--- config.mk ---
export PLATFORM = sky130hd
export DESIGN_NAME = fp_add_scheduler
export DESIGN_NICKNAME = d
export VERILOG_FILES = /design/src/rtl/fp_add_scheduler.sv
export SDC_FILE = /design/constraint.sdc
export NUM_CORES = 1
export LEC_CHECK = 0
export BUFFER_PORTS_ARGS = -buffer_cell sky130_fd_sc_hd__buf_4
export CAP_MARGIN = 40
export CORE_AREA = 2 2 197 199
export CTS_BUF_LIST = sky130_fd_sc_hd__clkbuf_8
export DETAILED_ROUTE_END_ITERATION = 10
export DIE_AREA = 0 0 199 201
export RECOVER_POWER = 100
export SLEW_MARGIN = 20
export SYNTH_ARGS = -nofsm -noshare
export SYNTH_HDL_FRONTEND = slang
export SYNTH_SLANG_ARGS = --single-unit
--- constraint.sdc ---
create_clock -name clk -period 3.45 [get_ports clk]
set_clock_uncertainty 0.15 [all_clocks]
set_input_delay 0.5175 -clock clk [delete_from_list [all_inputs] [get_ports clk]]
set_output_delay 0.5175 -clock clk [all_outputs]
set_load 0.01 [all_outputs]
--- src/rtl/fp_add_scheduler.sv ---
// Round-robin issue scheduler that shares one FP adder pipeline among NUM_REQ clients.
// Results return tagged and land in per-requester one-deep response registers.
module fp_add_scheduler #(
  parameter int NUM_REQ = 4,
  parameter int TAG_W   = $clog2(NUM_REQ)
) (
  input  logic                  clk,
  input  logic                  rst_n,
  input  logic [NUM_REQ-1:0]    req_valid,
  output logic [NUM_REQ-1:0]    req_ready,
  input  logic [NUM_REQ*32-1:0] req_a,
  input  logic [NUM_REQ*32-1:0] req_b,
  output logic                  add_valid,
  input  logic                  add_ready,
  output logic [31:0]           add_a,
  output logic [31:0]           add_b,
  output logic [TAG_W-1:0]      add_tag,
  input  logic                  res_valid,
  input  logic [31:0]           res_data,
  input  logic [TAG_W-1:0]      res_tag,
  output logic [NUM_REQ-1:0]    rsp_valid,
  input  logic [NUM_REQ-1:0]    rsp_ready,
  output logic [NUM_REQ*32-1:0] rsp_data,
  output logic                  err
);

  typedef enum logic [1:0] {
    S_IDLE,
    S_IN_FLIGHT,
    S_DONE
  } state_t;

  state_t                r_state     [NUM_REQ];
  state_t                w_state_nxt [NUM_REQ];
  logic                  r_add_valid;
  logic [31:0]           r_add_a;
  logic [31:0]           r_add_b;
  logic [TAG_W-1:0]      r_add_tag;
  logic [TAG_W-1:0]      r_rr_ptr;
  logic [NUM_REQ*32-1:0] r_rsp_data;
  logic                  r_err;

  logic                  w_issue_free;
  logic                  w_have_win;
  logic [TAG_W-1:0]      w_win;
  logic [TAG_W-1:0]      w_idx;
  logic [NUM_REQ-1:0]    w_grant;
  logic [NUM_REQ-1:0]    w_res_hit;
  logic                  w_res_err;

  assign w_issue_free = !r_add_valid || add_ready;

  // Scan starts at rr_ptr and wraps; first eligible requester wins.
  always_comb begin
    w_have_win = 1'b0;
    w_win      = '0;
    w_idx      = '0;
    w_grant    = '0;
    if (rst_n && w_issue_free) begin
      for (int unsigned k = 0; k < NUM_REQ; k++) begin
        w_idx = TAG_W'((32'(r_rr_ptr) + k) % NUM_REQ);
        if (!w_have_win && req_valid[w_idx] && r_state[w_idx] == S_IDLE) begin
          w_have_win = 1'b1;
          w_win      = w_idx;
        end
      end
    end
    if (w_have_win) w_grant[w_win] = 1'b1;
  end

  // A result is an error unless some IN_FLIGHT requester claims its tag.
  always_comb begin
    w_res_hit = '0;
    w_res_err = res_valid;
    for (int unsigned i = 0; i < NUM_REQ; i++) begin
      if (res_valid && res_tag == TAG_W'(i) && r_state[i] == S_IN_FLIGHT) begin
        w_res_hit[i] = 1'b1;
        w_res_err    = 1'b0;
      end
    end
  end

  always_comb begin
    for (int unsigned i = 0; i < NUM_REQ; i++) begin
      w_state_nxt[i] = r_state[i];
      case (r_state[i])
        S_IDLE:      if (w_grant[i])   w_state_nxt[i] = S_IN_FLIGHT;
        S_IN_FLIGHT: if (w_res_hit[i]) w_state_nxt[i] = S_DONE;
        S_DONE:      if (rsp_ready[i]) w_state_nxt[i] = S_IDLE;
        default:                       w_state_nxt[i] = S_IDLE;
      endcase
    end
  end

  always_ff @(posedge clk) begin
    if (!rst_n) begin
      for (int unsigned i = 0; i < NUM_REQ; i++) r_state[i] <= S_IDLE;
    end else begin
      for (int unsigned i = 0; i < NUM_REQ; i++) r_state[i] <= w_state_nxt[i];
    end
  end

  always_ff @(posedge clk) begin
    if (!rst_n) begin
      r_add_valid <= 1'b0;
      r_add_a     <= '0;
      r_add_b     <= '0;
      r_add_tag   <= '0;
      r_rr_ptr    <= '0;
      r_rsp_data  <= '0;
      r_err       <= 1'b0;
    end else begin
      if (w_have_win) begin
        r_add_valid <= 1'b1;
        r_add_a     <= req_a[32*w_win +: 32];
        r_add_b     <= req_b[32*w_win +: 32];
        r_add_tag   <= w_win;
        r_rr_ptr    <= TAG_W'((32'(w_win) + 1) % NUM_REQ);
      end else if (w_issue_free) begin
        r_add_valid <= 1'b0;
      end
      for (int unsigned i = 0; i < NUM_REQ; i++) begin
        if (w_res_hit[i]) r_rsp_data[32*i +: 32] <= res_data;
      end
      if (w_res_err) r_err <= 1'b1;
    end
  end

  always_comb begin
    rsp_valid = '0;
    for (int unsigned i = 0; i < NUM_REQ; i++) rsp_valid[i] = (r_state[i] == S_DONE);
  end

  assign req_ready = w_grant;
  assign add_valid = r_add_valid;
  assign add_a     = r_add_a;
  assign add_b     = r_add_b;
  assign add_tag   = r_add_tag;
  assign rsp_data  = r_rsp_data;
  assign err       = r_err;

endmodule

**Word level (Yosys, flattened, before mapping)**

Memory sizes are Yosys's and may differ from the RTL's. A register that Yosys moved wholly into a read port is not among the register bits.
Index checks and enable logic that the tools add are counted.

- Output and inout bits: 204
- Logic and storage cells: 128
- Memories kept: 1
- Register bits after elaboration: 198
- Input bits: 302
- Memory bits (writable): 8

- $lt $le $gt $ge: 6
- Add/subtract/negate cells: 4
- Bitwise gates (word level): 4
- Shift-type cells: 2
- Reductions and logical operators: 32
- Equality and inequality tests: 11
- Muxes and demuxes: 58

Memory list:

| name | words | bits a word | rd ports | clocked after memory_dff | wr ports | line | source |
|---|---|---|---|---|---|---|---|
| r_state | 4 | 2 | 8 | 1 | 4 | 33 | `state_t r_state [NUM_REQ];` |

Operators by type and width:

| operator | number |
|---|---|
| indexed part select 128 x 8 -> 32 bit | 2 |
| 2-to-1 mux 2 bit | 23 |
| 2-to-1 mux 1 bit | 25 |
| case mux 2 bit (3 select lines) | 4 |
| logical NOT 2 bit | 9 |
| logical AND 1 bit | 17 |
| < comparator 2 x 3 -> 1 bit (second input constant) | 5 |
| equality test 2 bit (second input constant) | 6 |
| equality test 2 x 1 -> 1 bit (second input constant) | 5 |
| binary-select mux 1 bit (select 2 bit) | 4 |
| adder 2 x 1 -> 2 bit (second input constant) | 2 |
| adder 2 bit (second input constant) | 2 |
| logical NOT 1 bit | 4 |
| 2-to-1 mux 4 bit | 1 |
| OR 1 bit | 4 |
| demux 1 bit (select 2 bit) | 1 |
| greater-or-equal comparator 2 x 1 -> 1 bit (second input constant) | 1 |
| nonzero test 2 bit | 1 |
| logical OR 1 bit | 1 |

**Depth between registers and ports, before layout**

- Depth after elaboration: 28
- Gate-level depth with buffers: 13
- Gate-level depth less buffers: 10

**Worst setup path after synthesis**

No wires, ideal clock.

- Kind: input to output
- Start: input port req_valid[3]
- End: output port req_ready[0]
- Path buffers: 2
- Arrival: 2.394 ns
- Required time: 2.782 ns
- Slack: 0.389 ns
- Stages: 9
- Path through: mux4_2 and2_1 o21bai_1 a211oi_2 buf_4 inv_2 buf_2 ha_1 and2_1

- Word-level cells in the longest chain between the ends: 25
- Elaborated cells on any way between the ends: 37
- Those cells by class: 2 x order compare; 24 x mux; 11 x reduce/logical

RTL lines:

| item | line | source |
|---|---|---|
| from (decl) | 9 | `input logic [NUM_REQ-1:0] req_valid,` |
| binary-select mux 1 bit (select 2 bit) | 62 | `if (!w_have_win && req_valid[w_idx] && r_state[w_idx] == S_IDLE) begin` |
| 2-to-1 mux 1 bit (implied by the code) | 62 |  |
| logical AND 1 bit | 62 |  |
| 2-to-1 mux 1 bit | 62 |  |
| 2-to-1 mux 1 bit | 59 | `if (rst_n && w_issue_free) begin` |
| logical NOT 1 bit | 62 |  |
| logical AND 1 bit (2 in series) | 62 |  |
| 2-to-1 mux 1 bit | 62 |  |
| (+7 left out) | n/a |  |
| logical AND 1 bit (2 in series) | 62 |  |
| 2-to-1 mux 2 bit | 62 |  |
| 2-to-1 mux 2 bit | 59 |  |
| < comparator 2 x 3 -> 1 bit (implied by the code) or greater-or-equal comparator 2 x 1 -> 1 bit (tied branches) | 68 | `if (w_have_win) w_grant[w_win] = 1'b1;` |
| logical AND 1 bit (implied by the code) | 68 |  |
| 2-to-1 mux 1 bit (implied by the code) | 68 |  |
| demux 1 bit (select 2 bit) | 68 |  |
| 2-to-1 mux 4 bit (*) | 68 |  |
| to (decl) | 10 | `output logic [NUM_REQ-1:0] req_ready,` |

Every way passes the cells marked *; elsewhere a longest branch is shown, timed or not. The select of a mux whose other input is x is not followed.

==> impl_metrics.tcl <==
set metrics [dict create \
    drc 0 \
    layout_common_cells "buf_4 (545), nand2_1 (265), dfxtp_1 (198), a21oi_1 (139), mux2_2 (70)" \
    crit_slowest_cell "dfxtp_4" \
    grt_usage_pct 19.4 \
    ys_seq_area_share_pct 39.4 \
    htreeDepth 2 \
    clkLatencyLatePin_ns 0.53 \
    critPathRequiredTime_ns 2.78 \
    status "completed" \
    final_common_cell "buf_4" \
    via_per_inst 4.88 \
    antenna_cells 0 \
    path_cells "buf_4 -> nor3b_2 -> a21oi_1 -> o31ai_2 -> o21bai_4 -> a211oi_4 -> buf_4 -> ha_4 -> and2_4 -> buf_6" \
    hold_viol_final 0 \
    overflow 0 \
    layout-drive-gt1-share_pct 47.5 \
    min_to "r_state[2][1]$_SDFFE_PN0P_" \
    power_leakage_nw 7.22 \
    core_um2 38100 \
    initial_core_util_pct 27.7 \
    hold_buffers 0 \
    peakVddDrop_mv 0.373 \
    critPathTopFamily "compound AO/OA/AOI/OAI gates" \
    gp_congestion 0.851 \
    slowest_delay_ns 0.37 \
    fin_crit_ns 3.36 \
    worst_path_most_repeated_cell "buf_4" \
    r2r_cells 11 \
    dieArea_um2 40000 \
    synth-edff-count 0 \
    hp-class "input port to flip-flop" \
    setup_violations 0 \
    num-fill-cells 3762 \
    ys.flop_type "dfxtp_1" \
    finalSetupTns_ns 0 \
    yosys_warnings 0 \
    syn-num-nets 1432 \
    powerDensity_nw_per_um2 633 \
    drt_pass1_iterations 5 \
    row_count 72 \
    path_buf_inv 3 \
    crit_fanout 9 \
    slew_violations 0 \
    clk_pin_slew_worst_paths_ns 0.06 \
    final_util_pct 41.8 \
    vias 10600 \
    synth_cell_types 55 \
    hold_depth 3 \
    rsz0062_at_grt "true" \
    die_x_um 199 \
    grt_max_degree 141 \
    worst_pin_slew_ns 0.814 \
    ant_nets 0 \
    place_ws_ns -0.00550 \
    cp-startpoint "r_state[1][0]$_SDFFE_PN0P_" \
    slew_headroom_pct 45.7 \
    die_height_um 201 \
    r2r_slack_ns 0.18 \
    clk_path_buf_depth 3 \
    path_class "flip-flop to output pin" \
    grt_pass1_wl_mm 61.1 \
    cts_sinks 208 \
    cts_tree "built" \
    synthArstFlopShare_pct 0 \
    syn_area_um2 10600 \
    fin_ws_ns 0.0908 \
    fmax_ghz 0.298 \
    period_share_pct 97.4 \
    port_buffers 505 \
    drt_wl_total_mm 40.7 \
    place_hpwl_mm 29.3 \
    r2r-start "r_state[1][0]$_SDFFE_PN0P_" \
    critPathLaunchType "flip-flop" \
    netlist_instances 1126 \
    worstHoldStart "rsp_ready[2]" \
    endpoint_kind "output pin" \
    ys_ff_latch 208 \
    num_io_pins 506 \
    drt-initial-drc-count 388 \
    layout.nets 1934 \
    drv_cap 0 \
    grt_pass1_vias 10500 \
    antenna_found_initial 1 \
    crit_arrival_ns 2.69 \
    timing.rr.end "add_a[29]$_SDFFE_PN0N_" \
    power_w 0.0101 \
    wl_per_cell_um 18.8 \
    area_growth_pct 50.7 \
    syn_avg_cell_area_um2 9.39 \
    cts_made_buffers 37 \
    cts_root_buf "clkbuf_8" \
]
==> report_power, final <==
group / internal (W) / switching, W
clock: 0.00118 / 0.00105
combinational: 0.00259 / 0.00217
sequential: 0.00277 / 0.000327
total: 0.00653 / 0.00354
==> how the worst max path moves through the flow <==
stage	to	slack (ns)	depth (start not counted)
3_5_place_dp	add_a[29]$_SDFFE_PN0N_	-0.006	9
3_3_place_gp	add_a[29]$_SDFFE_PN0N_	0.13	9
4_1_cts	req_ready[0]	-0.004	10
2_1_floorplan	req_ready[0]	0.39	9
5_1_grt	req_ready[2]	-0.06	10
6_report	req_ready[2]	0.09	10
==> cell usage after synthesis (5+ instances only) <==
cell | n | share of area (%)
o221a_1 | 59 | 6.3
buf_2 | 19 | 0.90
a22o_1 | 62 | 5.1
clkbuf_1 | 59 | 2.1
and2_1 | 5 | 0.30
mux2_4 | 58 | 8.2
buf_12 | 6 | 1.1
nor3b_1 | 5 | 0.36
dfxtp_1 | 208 | 39
a21o_1 | 62 | 4.4
nor2_1 | 13 | 0.46
mux2_2 | 70 | 7.5
buf_4 | 7 | 0.50
a21oi_1 | 139 | 6.6
nand2_1 | 265 | 9.4
nand2b_1 | 5 | 0.30
==> through the flow <==
step,cells,cell area [um2],hold WS (ns)
2_1_floorplan,1126,10600,0.317
3_3_place_gp,2085,14900,0.291
3_5_place_dp,2085,14900,0.297
4_1_cts,2154,15700,0.0509
5_1_grt,2169,15900,0.0697
6_report,2169,15900,0.0973
==> layout make-up <==
cell class	count	area (um2)	area share, %
timing repair buffer	561	4350	27.3
multi-input combinational	816	6010	37.7
tap	518	648	4.07
clock buffer	45	619	3.89
inverter	4	17.5	0.110
sequential	208	4200	26.3
clock inverter	17	82.6	0.518
==> registers in the layout, summed over array words and instances (netlist names), named ones only <==
name / cells
r_state: 8
add_tag: 2
err: 1
rsp_data: 128
add_a: 32
add_valid: 1
r_rr_ptr: 2
add_b: 32
==> logic make-up after synthesis <==
| logic type | share of synthesized area (%) |
|---|---|
| multiplexers | 16.8 |
| buffers and inverters | 5.34 |
| AND/OR/NAND/NOR | 13.3 |
| adder cells (fa/ha/maj) | 0.473 |
| flip-flops | 39.4 |
| AO/OA/AOI/OAI | 24.7 |
==> worst reg2reg max path: cells and delay by family (launching register included) <==
kind | cells | cell delay [ns]
flip-flops | 1 | 0.37
AND/OR/NAND/NOR | 2 | 0.46
buffers and inverters | 4 | 1.00
AO/OA/AOI/OAI | 5 | 1.19
==> routing by layer <==
metal	vias up	routed length (um)	global-route usage, %
met5	-	16	0
met4	2	731	4.77
met3	58	3370	5.34
met2	429	20400	35.0
met1	5021	16200	22.6
li1	5069	-	-
==> timing repair <==
item | CTS | global route
pin swaps | 4 | 6
endpoints found under the setup margin | 4 | 4
setup buffers | 7 | 15
gates cloned | 0 | 0
resized for setup | 29 | 19
Power figures use the tool's default switching activity.
